File: config.mk
export PLATFORM = sky130hd
export DESIGN_NAME = send_row
export DESIGN_NICKNAME = d
export VERILOG_FILES = /design/src/rtl/dcnn_pkg.sv /design/src/rtl/row_serializer.sv /design/src/rtl/send_row.sv
export SDC_FILE = /design/constraint.sdc
export NUM_CORES = 1
export LEC_CHECK = 0
export CAP_MARGIN = 10
export CORE_ASPECT_RATIO = 0.75
export CORE_UTILIZATION = 52
export CTS_CLUSTER_SIZE = 30
export DETAILED_ROUTE_END_ITERATION = 7
export GPL_ROUTABILITY_DRIVEN = 0
export PLACE_DENSITY = 0.95
export SYNTH_ARGS = -nofsm -noshare
export SYNTH_HDL_FRONTEND = slang
export SYNTH_SLANG_ARGS = --single-unit
File: constraint.sdc
create_clock -name clk -period 6.6 [get_ports clk]
set_clock_uncertainty 0.15 [all_clocks]
set_input_delay 0.66 -clock clk [delete_from_list [all_inputs] [get_ports clk]]
set_output_delay 0.66 -clock clk [all_outputs]
set_load 0.02 [all_outputs]
File: src/rtl/dcnn_pkg.sv
// Shared DCNN definitions: default geometry of one image and the row
// streamer's state encoding.
package dcnn_pkg;

  localparam int unsigned DEF_PIX_W       = 15;
  localparam int unsigned DEF_PIX_PER_ROW = 32;
  localparam int unsigned DEF_NUM_ROWS    = 32;
  localparam int unsigned DEF_ROW_W       = DEF_PIX_W * DEF_PIX_PER_ROW;

  typedef enum logic [2:0] {
    IDLE,
    SHIFT,
    REQ,
    WAIT,
    DONE
  } send_row_state_t;

endpackage

File: src/rtl/row_serializer.sv
// Parallel-load row shift register with pixel counter; emits one registered
// pixel per shift cycle (LSB pixel first) and flags the last pixel of the row.
module row_serializer
  import dcnn_pkg::*;
#(
  parameter int unsigned PIX_W       = DEF_PIX_W,
  parameter int unsigned PIX_PER_ROW = DEF_PIX_PER_ROW,
  localparam int unsigned ROW_W      = PIX_W * PIX_PER_ROW,
  localparam int unsigned CNT_W      = (PIX_PER_ROW > 1) ? $clog2(PIX_PER_ROW) : 1
) (
  input  logic             clk,
  input  logic             rst,
  input  logic             load_i,
  input  logic             shift_i,
  input  logic [ROW_W-1:0] row_i,
  output logic [PIX_W-1:0] dout_o,
  output logic             last_pix_o
);

  localparam logic [CNT_W-1:0] LAST_PIX = CNT_W'(PIX_PER_ROW - 1);

  logic [ROW_W-1:0] shreg_q, shreg_d;
  logic [CNT_W-1:0] cnt_q, cnt_d;
  logic [PIX_W-1:0] dout_q, dout_d;

  always_comb begin
    shreg_d = shreg_q;
    cnt_d   = cnt_q;
    dout_d  = '0;
    if (load_i) begin
      shreg_d = row_i;
      cnt_d   = '0;
    end else if (shift_i) begin
      dout_d  = shreg_q[PIX_W-1:0];
      shreg_d = shreg_q >> PIX_W;
      if (cnt_q != LAST_PIX) cnt_d = cnt_q + CNT_W'(1);
    end
  end

  always_ff @(posedge clk) begin
    if (rst) begin
      shreg_q <= '0;
      cnt_q   <= '0;
      dout_q  <= '0;
    end else begin
      shreg_q <= shreg_d;
      cnt_q   <= cnt_d;
      dout_q  <= dout_d;
    end
  end

  assign dout_o     = dout_q;
  assign last_pix_o = (cnt_q == LAST_PIX);

endmodule

File: src/rtl/send_row.sv
// Row streamer: captures a packed row when ready, serializes it one pixel
// per clock, then requests the next row; raises a sticky stop after the last.
module send_row
  import dcnn_pkg::*;
#(
  parameter int unsigned PIX_W       = DEF_PIX_W,
  parameter int unsigned PIX_PER_ROW = DEF_PIX_PER_ROW,
  parameter int unsigned NUM_ROWS    = DEF_NUM_ROWS,
  localparam int unsigned ROW_W      = PIX_W * PIX_PER_ROW,
  localparam int unsigned RC_W       = (NUM_ROWS > 1) ? $clog2(NUM_ROWS) : 1
) (
  input  logic [ROW_W-1:0] row,
  input  logic             clk,
  input  logic             ready,
  output logic             send,
  output logic             stop,
  input  logic             rst,
  output logic [PIX_W-1:0] dout,
  output logic             dout_valid
);

  localparam logic [RC_W-1:0] LAST_ROW = RC_W'(NUM_ROWS - 1);

  send_row_state_t state_q, state_d;
  logic [RC_W-1:0] row_cnt_q, row_cnt_d;
  logic            send_q, send_d;
  logic            stop_q, stop_d;
  logic            valid_q, valid_d;
  logic            load, shift, last_pix;

  always_ff @(posedge clk) begin
    if (rst) begin
      state_q   <= IDLE;
      row_cnt_q <= '0;
      send_q    <= 1'b0;
      stop_q    <= 1'b0;
      valid_q   <= 1'b0;
    end else begin
      state_q   <= state_d;
      row_cnt_q <= row_cnt_d;
      send_q    <= send_d;
      stop_q    <= stop_d;
      valid_q   <= valid_d;
    end
  end

  always_comb begin
    state_d   = state_q;
    row_cnt_d = row_cnt_q;
    case (state_q)
      IDLE:  if (ready) state_d = SHIFT;
      SHIFT: if (last_pix) begin
        if (row_cnt_q == LAST_ROW) begin
          state_d = DONE;
        end else begin
          state_d   = REQ;
          row_cnt_d = row_cnt_q + RC_W'(1);
        end
      end
      REQ:     state_d = WAIT;
      WAIT:    state_d = IDLE;
      DONE:    state_d = DONE;
      default: state_d = IDLE;
    endcase
  end

  // Decoded from the current state and registered, so every output trails
  // its state by one clock (pixel k lands one cycle after its SHIFT cycle).
  always_comb begin
    load    = (state_q == IDLE) && ready;
    shift   = (state_q == SHIFT);
    send_d  = (state_q == REQ);
    stop_d  = (state_q == DONE);
    valid_d = shift;
  end

  row_serializer #(
    .PIX_W       (PIX_W),
    .PIX_PER_ROW (PIX_PER_ROW)
  ) u_ser (
    .clk        (clk),
    .rst        (rst),
    .load_i     (load),
    .shift_i    (shift),
    .row_i      (row),
    .dout_o     (dout),
    .last_pix_o (last_pix)
  );

  assign send       = send_q;
  assign stop       = stop_q;
  assign dout_valid = valid_q;

endmodule

# [Yosys cells after proc, flatten, opt, wreduce, memory -nomap -nowiden]
# Index checks and enable logic that the tools add are counted.
[classes] bitwise_logic=2 muxes=6 n_addsub=2 n_eq_ne=8 n_reduce_logical=8
[ops] operator="two-way mux 480 bit" count=2
[ops] operator="one-hot mux 3 bit (4 select lines)" count=1
[ops] operator="adder 5 x 1 -> 5 bit (second input constant)" count=2
[ops] operator="== test 5 bit (second input constant)" count=2
[ops] operator="two-way mux 3 bit" count=3
[ops] operator="!= test 5 bit (second input constant)" count=1
[ops] operator="AND reduction 2 bit" count=2
[ops] operator="== test 3 x 1 -> 1 bit (second input constant)" count=1
[ops] operator="== test 3 x 2 -> 1 bit (second input constant)" count=1
[ops] operator="== test 3 bit (second input constant)" count=1
[ops] operator="logical NOT 3 bit" count=1
[ops] operator="AND reduction 3 bit" count=1
[ops] operator="OR reduction 3 bit" count=1
[ops] operator="!= test 2 x 1 -> 1 bit (second input constant)" count=1
[ops] operator="!= test 2 bit (second input constant)" count=1
[ops] operator="inverter 1 bit" count=2
[ops] operator="nonzero test 2 bit" count=1
[ops] operator="OR reduction 2 bit" count=1
[ops] operator="logical AND 1 bit" count=1
[totals] elab_cells=34 ff_bits=511 inputBits=483

# [Depth between registers and ports, before layout]
[logic_depth] depth_word=4 ltp_mapped=7

# [Modules after synthesis]
# From an unflattened synthesis, not the netlist that was laid out.
[unflattened] cells_unflattened=2202 area_unflattened_um2=23598.9
[by_module_without_submodules] module="row_serializer" cells_per_inst=2142 area_per_inst_um2=23029.6 seq_area_each_um2=10009.6 n_inst=1
[by_module_without_submodules] module="send_row" cells_per_inst=60 area_per_inst_um2=569.3 seq_area_each_um2=220.2 n_inst=1

# [Worst setup path after synthesis]
# Ideal clock, no wire load.
[synth_timing] kind="register to register" from="reg u_ser.cnt_q[0]" to="reg u_ser.cnt_q[3]" t_required_ps=6380 path_slack_ps=4507 synth_period_minus_slack_ps=2093 path_buffers=0 arrival_time_ps=1873 setup_time_ps=70 path_stages_with_launch=7 path_cell_list="dfxtp_1 > ha_1 > and3_1 > ha_1 > or4b_4 > or3_1 > a21oi_1"
[synth_via] elab_chain_len=2 elab_cells_between_ends=3 cone_classes="add/sub: 1; eq/ne: 1; reduce/logical: 1"
[synth_lines] element="start: declaration" line="row_serializer.sv:23" text="logic [CNT_W-1:0] cnt_q, cnt_d;"
[synth_lines] element="start signal: assignment" line="row_serializer.sv:47" text="cnt_q <= cnt_d;"
[synth_lines] element="parallel branches: the longest is 2 deep, another holds adder 5 x 1 -> 5 bit"
# Parallel ways; which one is timed is not known.
# A chain may end at the register's enable or synchronous reset.

# [Final worst setup path]
[layout_timing] from="reg state_q[0]" to="reg u_ser.shreg_q[331]"
[layout_via] elab_chain_len=3 elab_cells_between_ends=5 cone_classes="eq/ne: 1; mux: 1; reduce/logical: 3"
[layout_lines] element="start: declaration" line="send_row.sv:24" text="send_row_state_t state_q, state_d;"
[layout_lines] element="start signal: assignment" line="send_row.sv:39" text="state_q <= state_d;"
[layout_lines] element="logical NOT 3 bit" line="send_row.sv:70" text="load = (state_q == IDLE) && ready;"
[layout_lines] element="logical AND 1 bit" line="send_row.sv:70"
[layout_lines] element="two-way mux 480 bit or nonzero test 2 bit (tied branches)"
[layout_lines] element="end signal: assignment" line="row_serializer.sv:46" text="shreg_q <= shreg_d;"
[layout_lines] element="end: declaration" line="row_serializer.sv:22" text="logic [ROW_W-1:0] shreg_q, shreg_d;"
# Parallel ways exist; a longest one is shown, timed or not.

==> impl_metrics.ini <==
[run_status]
status = completed

[clocking]
cts.reportedPaths.clkPinSlew_ns = 0.07
cts_tree = yes
cts_resized = 0
clock_latency_ns = 0.55
post_cts_buffers = 0
cts-hold-fix-buffers = 0
numCtsBuffers = 48
cts.sinks = 511
cts_buffer_depth = 3
h-tree-depth = 2
cts_root_buffer = clkbuf_16

[synthesis]
ys_warn_count = 0
async_flop_share_pct = 0
synth-main-ff-cell = dfxtp_1
syn_area_mm2 = 0.02029
syn_nets = 2791
yosys.cell_count.top_type = dfxtp_1
synth_commonest_cells = dfxtp_1 (511), a21oi_1 (484), nand3_1 (482)
synth_top_cell_by_area = dfxtp_1
yosysUniqueCellTypes = 37
synth_edf_count = 0
synth_seq_cells = 511
syn_inst = 2304
synth_area_leaders = dfxtp_1 (50%), a22oi_1 (17%), a21oi_1 (12%)
syn_area_per_cell_um2 = 8.808
synth_top_area_share_pct = 50.41
ys_seq_area_share_pct = 50.41

[route]
wl_mm = 68.74
first_pass_iters = 6
vias = 20590
wl_per_cell_um = 21.80
drt-initial-drc-count = 2866
ant_nets = 0
route.detailed.drc = 0
via_per_inst = 6.530

[setup_path]
endpoint_kind = flop
r2r_cells = 5
path_cells = nor3b_4 -> buf_4 -> buf_4 -> a22oi_1 -> a21oi_1
worstReg2RegEnd = u_ser.shreg_q[331]
worstSetupPathType = flop to flop
rrSetupSlack_ns = 3.35
path_max_fanout = 105
cp.arrival_ns = 3.57
crit_top_cell = buf_4
startpoint_type = flop
required_ns = 6.92
crit_path_top_delay_cell = buf_4
slowest_delay_ns = 0.87
reg2reg_from = state_q[0]

[place]
dp_slack_ns = 3.382
io_buffers = 500
dp.final_hpwl_mm = 43.50
placed_cell_area_mm2 = 0.02507

[timing]
hold_violations = 0
setup_slack_ns = 3.350
max-slew-margin-rel_pct = 18.45
finalSetupViolCount = 0
drv_slew = 0
hold_slack_ns = 0.3062
fmax_ghz = 0.3077
min_period_ns = 3.250
rsz0062_at_grt = no
final.setup.tns_ns = 0
fin_crit_sh_pct = 49.25
tightest_slew_ns = 1.223

[die]
core_area_mm2 = 0.03840
initial_core_util_pct = 52.85
io_pins = 501
die-height_um = 173.1
die_w_um = 230.1
die-area_mm2 = 0.03983
row_count = 62

[global_route]
grt.overflow.total = 0
antenna_found_initial = 9
grt_pass1_wl_mm = 104.5
grt_start_max_net_pins = 237
grtUsageTotal_pct = 32.61
first_global_vias = 19240

[layout]
design_area_mm2 = 0.02662
layout-drive-gt1-share_pct = 3.799
synthToLayoutAreaGrowth_pct = 31.18
fin_nets = 3086

[worst_hold_path]
holdPathStages = 1
min_path_type = flop to flop
hold_start = u_ser.shreg_q[10]
holdPathEnd = u_ser.dout_o[10]

[power]
power_density_mw_per_mm2 = 279.3
vdd_drop_max_mv = 0.2182
power.leakage_nw = 8.832

[flow_run]
max_cap_violations = 0
## state kept, by name (all words and copies together), names as in the netlist
signal,cells
dout_valid,1
row_cnt_q,5
send,1
state_q,3
stop,1
u_ser.cnt_q,5
u_ser.dout_o,15
u_ser.shreg_q,480
## per-stage QoR
stage | util [%] | total power, W | std cells
after floorplan | - | 0.004217 | 2304
after global placement | 65.29 | 0.004671 | 3061
after detailed placement | 65.29 | 0.004723 | 3061
after CTS | 69.27 | 0.007423 | 3144
after global routing | 69.32 | 0.007704 | 3152
final | 69.33 | 0.007435 | 3153
## kinds of logic after synthesis
family,Yosys count,share of synthesized area (%)
AOI/OAI and AO/OA,957,29.41
and+or+nand+nor,552,13.98
DFF,511,50.41
buffers and inverters,273,5.604
muxes,6,0.3144
adders and majority gates,4,0.2466
xor gates and xnor gates,1,0.04316
## layout make-up
class                   instances  area (µm²)
fillers                      2722       11780
flip-flops and latches        511       10230
multi-input cells            1520        8949
repair buffers                516        5243
clock buffers                  71        1409
well taps                     512       640.6
clock inverters                12       121.4
diodes                          9       22.52
inverters                       2       7.507
## report_power, final
| group | leakage, nW | internal (W) | switching (W) |
|---|---|---|---|
| Combinational | 3.89 | 0.000541 | 0.000668 |
| Sequential | 4.19 | 0.00333 | 0.000164 |
| Clock | 0.746 | 0.00155 | 0.00118 |
| Total | 8.83 | 0.00542 | 0.00202 |
## critical path: cells and delay by family, from the launching register on
| kind | cells | cell delay [ns] |
|---|---|---|
| flops | 1 | 0.69 |
| simple gates | 1 | 0.27 |
| compound gates | 2 | 0.59 |
| buf+inv | 2 | 1.34 |
## placed cells by master (no fill, tap or decap), types with 3 or more instances in the layout
master,n
and2_1,15
clkinv_2,6
a22oi_1,465
clkinvlp_4,3
dfxtp_1,511
ha_1,4
nand3_1,482
nand2_1,20
clkbuf_1,12
nor2_1,8
a21oi_1,484
nand2b_1,6
nor2b_1,3
clkbuf_8,10
clkbuf_16,49
mux2_2,3
diode_2,9
buf_12,9
buf_4,7
clkdlybuf4s50_1,499
o21ai_0,3
mux2i_1,3
## routing by layer
metal  vias up  share of wire, %  GRT usage [%]
met1      9873                39          41.93
met5         -             0.015              0
met2      1190                46          51.09
li1       9260                 -              -
met4         2               6.0          18.57
met3       265               9.2          6.580
## worst max-delay path by stage
stage | startpoint | to | slack [ns] | depth (start not counted)
2_1_floorplan | u_ser.cnt_q[0] | u_ser.cnt_q[3] | 4.51 | 6
3_3_place_gp | ready | u_ser.shreg_q[291] | 3.51 | 5
3_5_place_dp | ready | u_ser.shreg_q[305] | 3.38 | 5
4_1_cts | state_q[0] | u_ser.shreg_q[331] | 3.49 | 5
5_1_grt | state_q[0] | u_ser.shreg_q[331] | 3.24 | 5
6_report | state_q[0] | u_ser.shreg_q[331] | 3.35 | 5
Note: power is estimated with default switching activity, not from simulation.
